===== src/rtl/garbage_attack_scheduler.sv =====
// Versus-mode garbage scheduler: converts line clears to attack, cancels against own queue, queues the rest
// for the opponent, releases ripe garbage on clear-free locks. Optional combo bonus: define GARB_COMBO_EN.
module garbage_attack_scheduler #(
  parameter int QDEPTH    = 4,
  parameter int DELAY_CYC = 60,
  parameter int MAX_REL   = 8,
  parameter int MAX_PEND  = 20
) (
  input  logic       clk,
  input  logic       rst,
  input  logic       game_active,
  input  logic       p0_lock,
  input  logic [2:0] p0_lines,
  input  logic       p1_lock,
  input  logic [2:0] p1_lines,
  output logic       p0_garb_valid,
  output logic [4:0] p0_garb_lines,
  output logic       p1_garb_valid,
  output logic [4:0] p1_garb_lines,
  output logic [4:0] p0_pending,
  output logic [4:0] p1_pending
);

  localparam int AW = $clog2(DELAY_CYC + 1);
  localparam int CW = $clog2(QDEPTH + 1);

  // Queue p holds garbage pending against player p.
  logic [4:0]    q_lines [2][QDEPTH];
  logic [AW-1:0] q_age   [2][QDEPTH];
  logic [CW-1:0] q_cnt   [2];
  logic [4:0]    pend_q  [2];
  logic          gv_q    [2];
  logic [4:0]    gl_q    [2];

  logic [4:0]    n_lines [2][QDEPTH];
  logic [AW-1:0] n_age   [2][QDEPTH];
  logic [CW-1:0] n_cnt   [2];
  logic [4:0]    n_pend  [2];
  logic          n_gv    [2];
  logic [4:0]    n_gl    [2];

  logic          lock      [2];
  logic [2:0]    lines     [2];
  logic          cancel_en [2];
  logic          release_en[2];
  logic [7:0]    attack    [2];
  logic [7:0]    rem       [2];
  logic [7:0]    total     [2];

`ifdef GARB_COMBO_EN
  logic [3:0] combo_q [2];
  logic [3:0] n_combo [2];
`endif

  assign lock[0]  = p0_lock;
  assign lock[1]  = p1_lock;
  assign lines[0] = p0_lines;
  assign lines[1] = p1_lines;

  always_comb begin
    logic [4:0]    w_lines [QDEPTH];
    logic [7:0]    budget;
    logic [7:0]    take;
    logic [7:0]    sum;
    logic [7:0]    add;
    logic          blocked;
    logic          lead;
    logic [CW-1:0] pops;
    int            src;
    // NOTE: this block only builds next-state values, so blocking '=' is correct here; registers use '<='.
    for (int p = 0; p < 2; p++) begin
      cancel_en[p]  = game_active && lock[p] && (lines[p] != 3'd0);
      release_en[p] = game_active && lock[p] && (lines[p] == 3'd0);
      case (lines[p])
        3'd0, 3'd1: attack[p] = 8'd0;
        3'd2:       attack[p] = 8'd1;
        3'd3:       attack[p] = 8'd2;
        default:    attack[p] = 8'd4;
      endcase
`ifdef GARB_COMBO_EN
      if (combo_q[p] >= 4'd2) attack[p] = attack[p] + 8'd1;
      n_combo[p] = combo_q[p];
      if (cancel_en[p])       n_combo[p] = (combo_q[p] == 4'd15) ? 4'd15 : combo_q[p] + 4'd1;
      else if (release_en[p]) n_combo[p] = 4'd0;
`endif
    end

    // Phase 1: cancel or release against each queue's pre-cycle contents, then compact and age.
    for (int p = 0; p < 2; p++) begin
      budget  = cancel_en[p] ? attack[p] : (release_en[p] ? 8'(MAX_REL) : 8'd0);
      sum     = 8'd0;
      blocked = 1'b0;
      for (int i = 0; i < QDEPTH; i++) begin
        w_lines[i] = q_lines[p][i];
        take       = 8'd0;
        if (i < int'(q_cnt[p]) && !blocked &&
            (cancel_en[p] || (release_en[p] && q_age[p][i] == AW'(DELAY_CYC)))) begin
          take       = (budget < {3'd0, q_lines[p][i]}) ? budget : {3'd0, q_lines[p][i]};
          w_lines[i] = q_lines[p][i] - take[4:0];
          budget     = budget - take;
          sum        = sum + take;
          if (w_lines[i] != 5'd0) blocked = 1'b1;
        end else begin
          blocked = 1'b1;
        end
      end
      // Consumption is oldest-first, so emptied entries form a prefix of the queue.
      pops = '0;
      lead = 1'b1;
      for (int i = 0; i < QDEPTH; i++) begin
        if (lead && i < int'(q_cnt[p]) && w_lines[i] == 5'd0) pops = pops + 1'b1;
        else lead = 1'b0;
      end
      total[p] = 8'd0;
      for (int i = 0; i < QDEPTH; i++) begin
        src           = i + int'(pops);
        n_lines[p][i] = 5'd0;
        n_age[p][i]   = '0;
        if (src < int'(q_cnt[p])) begin
          n_lines[p][i] = w_lines[src];
          n_age[p][i]   = (q_age[p][src] == AW'(DELAY_CYC)) ? q_age[p][src] : q_age[p][src] + 1'b1;
        end
        total[p] = total[p] + {3'd0, n_lines[p][i]};
      end
      n_cnt[p] = q_cnt[p] - pops;
      rem[p]   = cancel_en[p] ? budget : 8'd0;
      n_gv[p]  = release_en[p];
      n_gl[p]  = release_en[p] ? sum[4:0] : 5'd0;
    end

    // Phase 2: uncancelled attack lands on the opponent's queue after its own cancel/release.
    for (int p = 0; p < 2; p++) begin
      add = 8'(MAX_PEND) - total[p];
      if (rem[1-p] < add) add = rem[1-p];
      if (add != 8'd0) begin
        if (int'(n_cnt[p]) < QDEPTH) begin
          for (int i = 0; i < QDEPTH; i++) begin
            if (i == int'(n_cnt[p])) begin
              n_lines[p][i] = add[4:0];
              n_age[p][i]   = '0;
            end
          end
          n_cnt[p] = n_cnt[p] + 1'b1;
        end else begin
          n_lines[p][QDEPTH-1] = n_lines[p][QDEPTH-1] + add[4:0];
        end
      end
      n_pend[p] = total[p][4:0] + add[4:0];
    end
  end

  always_ff @(posedge clk) begin
    if (rst || !game_active) begin
      for (int p = 0; p < 2; p++) begin
        for (int i = 0; i < QDEPTH; i++) begin
          q_lines[p][i] <= 5'd0;
          q_age[p][i]   <= '0;
        end
        q_cnt[p]  <= '0;
        pend_q[p] <= 5'd0;
        gv_q[p]   <= 1'b0;
        gl_q[p]   <= 5'd0;
`ifdef GARB_COMBO_EN
        combo_q[p] <= 4'd0;
`endif
      end
    end else begin
      q_lines <= n_lines;
      q_age   <= n_age;
      q_cnt   <= n_cnt;
      pend_q  <= n_pend;
      gv_q    <= n_gv;
      gl_q    <= n_gl;
`ifdef GARB_COMBO_EN
      combo_q <= n_combo;
`endif
    end
  end

  assign p0_garb_valid = gv_q[0];
  assign p0_garb_lines = gl_q[0];
  assign p1_garb_valid = gv_q[1];
  assign p1_garb_lines = gl_q[1];
  assign p0_pending    = pend_q[0];
  assign p1_pending    = pend_q[1];

endmodule


===== config.mk =====
export PLATFORM = sky130hd
export DESIGN_NAME = garbage_attack_scheduler
export DESIGN_NICKNAME = d
export VERILOG_FILES = /design/src/rtl/garbage_attack_scheduler.sv
export SDC_FILE = /design/constraint.sdc
export NUM_CORES = 1
export LEC_CHECK = 0
export CAP_MARGIN = 40
export CELL_PAD_IN_SITES_DETAIL_PLACEMENT = 1
export CELL_PAD_IN_SITES_GLOBAL_PLACEMENT = 2
export CORE_MARGIN = 4
export CORE_UTILIZATION = 25
export DETAILED_ROUTE_END_ITERATION = 10
export PLACE_DENSITY = 0.58
export SLEW_MARGIN = 10
export SYNTH_ARGS = -nofsm -noshare
export SYNTH_HDL_FRONTEND = slang
export SYNTH_SLANG_ARGS = --single-unit

===== constraint.sdc =====
create_clock -name clk -period 30.6 [get_ports clk]
set_input_delay 6.12 -clock clk [delete_from_list [all_inputs] [get_ports clk]]
set_output_delay 6.12 -clock clk [all_outputs]
set_load 0.05 [all_outputs]

Yosys cells after proc, flatten, opt, wreduce, memory -nomap -nowiden

Index checks and enable logic that the tools add are counted.

Output and inout bits: 22
Bits in registers: 116
Input port bits: 11
Word-level logic and storage cells: 410

Bitwise logic cells: 10
Multiplexer cells: 170
Equality and inequality tests: 28
Reductions and logical operators: 84
$add $sub $neg: 58
Order comparisons: 36

Operators by type and width:

| operator                                                               | number |
|---|---|
| 32-bit by 3-bit >= comparator with 1-bit output, second input constant | 8 |
| 5-bit 2-to-1 mux                                                       | 50 |
| 6-bit 2-to-1 mux                                                       | 40 |
| 4-bit NOT with 32-bit output                                           | 6 |
| 8-bit 2-to-1 mux                                                       | 22 |
| 6-bit binary-select mux with 2-bit select                              | 8 |
| 6-bit equality test, second input constant                             | 16 |
| 24-bit 2-to-1 mux                                                      | 4 |
| 5-bit binary-select mux with 2-bit select                              | 8 |
| 8-bit by 5-bit less-than comparator with 1-bit output                  | 8 |
| 3-bit NOT with 32-bit output                                           | 2 |
| 8-bit subtractor                                                       | 8 |
| 5-bit adder                                                            | 10 |
| 6-bit by 1-bit adder with 6-bit output, second input constant          | 8 |
| 1-bit logical AND                                                      | 42 |
| 5-bit zero test                                                        | 8 |
| 20-bit 2-to-1 mux                                                      | 2 |
| 5-bit subtractor                                                       | 8 |
| 15-bit 2-to-1 mux                                                      | 2 |
| 3-bit 2-to-1 mux                                                       | 10 |
| 5-bit nonzero test                                                     | 6 |
| 3-bit by 1-bit adder with 3-bit output, second input constant          | 8 |
| 4-bit by 3-bit less-than comparator with 1-bit output                  | 6 |
| 1-bit 2-to-1 mux                                                       | 20 |
| 25 further kinds                                                       | 76 |

Logic depth before layout (Yosys ltp)

Depth after elaboration: 42
Gate-level depth with buffers: 110
Mapped depth without buffers: 101

Worst setup path after synthesis

OpenSTA, ideal clock, no wires.

Path kind: input -> register
From: input game_active
To: register q_lines[24] in the netlist's numbering
Stages: 99
Data required time: 30.530 ns
Library setup time: 0.070 ns
Buffers on the path: 12
Arrival time: 26.853 ns
Setup slack: 3.677 ns
Cell sequence: buf_4 -> nand2_4 -> nor3_1 -> ha_1 -> a21boi_0 -> o21ai_0 -> nand2b_1 -> a21oi_1 -> nor2_1 -> mux2i_1 -> ha_1 -> nor2b_1 -> o21ai_0 -> nand2_1 -> xnor2_1 -> o21ai_0 -> ha_1 -> a211o_1 -> [... 63 more ...] -> fa_1 -> a21oi_1 -> o21ai_0 -> and3_1 -> ha_1 -> and3_1 -> o2111ai_1 -> o21ai_1 -> inv_1 -> nand2_1 -> o21ai_1 -> ha_1 -> fa_1 -> a21o_1 -> a21oi_1 -> nor3_1 -> a2111o_1 -> a21oi_1

Cells in the longest elaborated chain, start to end: 42
Elaborated cells between the ends (all ways): 170
Those cells by class: add/sub (26); order compare (14); eq/ne (1); mux (63); bitwise (4); reduce/logical (62)

RTL lines:

| what                                                                                           | RTL line | RTL |
|---|---|---|
| start: declaration                                                                             | 11       | `input logic game_active,` |
| branches (longest 42 deep; another with 8-bit by 5-bit less-than comparator with 1-bit output) | --       |  |
| end signal: assignment                                                                         | 168      | `q_lines <= n_lines;` |
| end: declaration                                                                               | 28       | `logic [4:0] q_lines [2][QDEPTH];` |

Parallel ways; which one is timed is not known. The select of a mux whose other input is x is not followed.
A chain may end at the register's enable or synchronous reset.

Worst setup path in the final report

From: input p0_lock
To: register q_lines[24] in the netlist's numbering

Cells in the longest elaborated chain, start to end: 42
Elaborated cells between the ends (all ways): 116
Those cells by class: add/sub (19); order compare (10); eq/ne (1); mux (46); bitwise (4); reduce/logical (36)

RTL lines:

| what                                                                                           | RTL line | RTL |
|---|---|---|
| start: declaration                                                                             | 12       | `input logic p0_lock,` |
| 1-bit logical AND (*)                                                                          | 72, 73   |  |
| branches (longest 40 deep; another with 8-bit by 5-bit less-than comparator with 1-bit output) | --       |  |
| 20-bit 2-to-1 mux (*)                                                                          | 135      | `if (add != 8'd0) begin` |

Mark *: on every way between the ends. The select of a mux whose other input is x is not followed.

==> metrics.txt <==
kind of critical path input pin to register; area occupied by multi-input gates 15400 um2; CTS Root Buffer Type clkbuf_16; nets 2823; syn_area_per_cell ~7.6 um2; unrepaired setup endpoints after global routing no; count leader, synth nor2_1; total gr overflow 0; Tmin final 28890 ps; hold path depth 4; Die Wd about 280 um; Post-synth EDFFs 0; CTS buffer count 17; Seq/Total Area, Yosys 12.2%; Crit Reg-Reg Endpoint q_lines[24]; status finished clean; register bit total from synthesis 116; Util after Layout 28.5%; Slew @ Worst Pin between 900 and 1000 ps; fin crit share between 90% and 100%; number of global-route vias before repair between 15000 and 20000; global-route wire length before repair approximately 120000 um; placed cell areas ~21000 um2; Synth Flop Type dfxtp_1; max frequency 34.6 MHz; setup slack, reg-to-reg approximately 8200 ps; Post-CTS Setup Bufs 0; CP max stage cell clkdlybuf4s50_1; Initial Util 25.4%; ratio of cells with drive above 1 in the final layout under 10%; Worst R2R Path Depth 87; Vias/cell roughly 5.3; critical path endpoint category register; Sw Ratio 55.8%; Max Buffers Root-to-Sink 2; DP Worst Slack -235 ps; CTS tree built; CTS sink count about 120; final hold vios 0; GP Congestion approximately 0.87; Storage cell area 2320 um2; die footprint between 80000 and 90000 um2; top-area cell type share of the netlist area between 10% and 20%; Fillers 9079; worst relative slew slack around a third; hold path endpoint q_age[11]; number of distinct library cells after synthesis between 90 and 100; CTS H-tree depth 4; crit path DAT 29280 ps; CP startpoint kind input pin; total power 2.12 mW; worst hold-check path type register to register; setup TNS 0 ps; # IOs 33; Syn Inst Count ~2500; Max Cap Violations 0; LEAKAGE approximately 8.9 nW; DRC 0; clk_skew between 20 and 25 ps; Crit Path Max Fanout 42; row cnt 100; most common library cells after synthesis 239 x nor2_1, 232 x inv_1, 225 x ha_1; hold path start q_age[11]; most frequent CP cell ha_1; fin. max-slew vios 0; DR pass1 iterations 5; endpoints failing setup 0; pwr dens slightly below 100 nW/um2; fin area 21300 um2; Yosys top cell by area ha_1; Post-DRT Antenna Nets 0; final wirelength approximately 77000 um; P_int roughly 0.94 mW; DRT iter0 DRCs ~1100; largest net degree at the start of global routing between 50 and 60; ys async rst share 0%; clock slew at reported path FFs roughly 60 ps; worst path required time 30990 ps; Largest stage delay, worst path approximately 760 ps; Post-Syn Area between 15000 and 20000 um2; Seq pwr share 9.6%; Syn-to-layout area delta 12.2%; Net Sw Power between 1 and 1.5 mW; Yosys warning total 0; routed len/inst 21.9 um; Logic pwr share 80.1%; GRT Resource Usage Total 18.8%; RR Startpoint q_lines[36]; Max IR drop VDD about 0.00006 V; CORE AREA 74800 um2; worst setup margin 1710 ps; Clock Latency Late Sink between 400 and 500 ps; clock share of power between 10 and 15%; initial antenna violation count 4; port buffer count 32; routed via count 18700; syn_nets approximately 2800; Post-DP HPWL around 65000 um; Synth area leaders ha_1 15%, dfxtp_1 12%, mux2i_1 7.0%, fa_1 5.3%, a21oi_1 5.0%; die height ~280 um
[stage by stage]
step / cells / hold slack (ps)
after detailed placement: 3487 / 803
after global routing: 3519 / 908
after floorplan: 2506 / 689
after CTS: 3519 / 818
final: 3520 / 815
after global placement: 3481 / 795
[layer usage]
layer  up-vias  GRT usage (%)  part of all wire (%)
li1       9049              -                     -
met1      9273           26.8                    50
met2       334           30.0                    45
met3        62           2.76                   3.8
met4         0           4.01                   1.5
met5         -              0                     0
[cell families (layout without fill, tap and decap cells)]
family | count (synthesis) | in the layout | synth area share (%)
flops | 116 | 116 | 12.2
buf+inv | 326 | 370 | 6.77
fa+ha+maj | 275 | 275 | 20.1
compound gates | 645 | 645 | 22.8
mux | 181 | 181 | 10.6
other cells | 0 | 1 | 0
xor+xnor | 134 | 134 | 6.19
simple gates | 829 | 829 | 21.3
[cells in the final DEF, fill, tap and decap left out, types with 13 or more instances in the layout]
master and instances:
clkbuf_16 17, xor2_1 48, a21o_1 75, a21oi_1 184, and3_1 27, o21a_1 22, buf_4 62, fa_1 50
inv_1 232, clkdlybuf4s50_1 32, or3_1 26, o21ai_1 14, mux2i_1 129, a211oi_1 37, o2111ai_1 13, nor2_1 238
or2_2 14, o211ai_1 15, nand2b_1 25, a31oi_1 17, xnor2_1 85, and2_1 26, nor2b_1 28, dfxtp_1 116
nor4_1 21, nand3_1 65, nor3_1 57, mux4_2 13, nand4_1 23, mux2_2 36, nand2_1 223, o22ai_1 20
ha_1 225, o21ai_0 96
[how the worst max path moves through the flow]
stage                start           to  slack [ps]  depth (start not counted)
6_report           p0_lock  q_lines[24]        1710                         90
5_1_grt            p0_lock  q_lines[24]          10                         90
4_1_cts            p0_lock  q_lines[24]         240                         95
3_5_place_dp       p0_lock  q_lines[24]        -240                         95
3_3_place_gp       p0_lock  q_lines[24]        -380                         94
2_1_floorplan  game_active  q_lines[24]        3680                         99
[timing repair]
| item | CTS | global route |
|---|---|---|
| hold buffers | 0 | 0 |
| resized for setup | 0 | 22 |
| setup endpoints to repair | 0 | 52 |
[flip-flops by register name, summed over array words and instances, names as in the netlist]
signal / flops
q_age: 48
q_lines: 40
q_cnt: 6
p0_garb_lines: 5
p0_pending: 5
p1_garb_lines: 5
p1_pending: 5
p0_garb_valid: 1
p1_garb_valid: 1
[worst max-delay path: cells and delay by family]
kind / cells / cell delay [ps]
adders and majority gates: 16 / 5060
AOI/OAI and AO/OA: 34 / 8850
buffers and inverters: 13 / 3050
muxes: 2 / 750
xor gates and xnor gates: 4 / 1030
and+or+nand+nor: 21 / 4370
[cell type report]
class / instances / share of cell area, %
Inverter: 238 / 4.21
Antenna cell: 1 / 0.0118
Tap cell: 969 / 5.69
Sequential cell: 116 / 10.9
Multi-Input combinational cell: 2064 / 72.5
Clock inverter: 15 / 0.805
Clock buffer: 17 / 2.00
Timing Repair Buffer: 100 / 3.87
[power groups by stage]
| stage | combinational (mW) | sequential, mW | clock [mW] |
|---|---|---|---|
| after detailed placement | 1.68 | 0.206 | 0 |
| after CTS | 1.69 | 0.203 | 0.226 |
| after global routing | 1.88 | 0.206 | 0.232 |
| after global placement | 1.65 | 0.207 | 0 |
| final | 1.70 | 0.204 | 0.218 |
| after floorplan | 1.22 | 0.194 | 0 |
No activity file was read; power rests on OpenSTA's default activity.
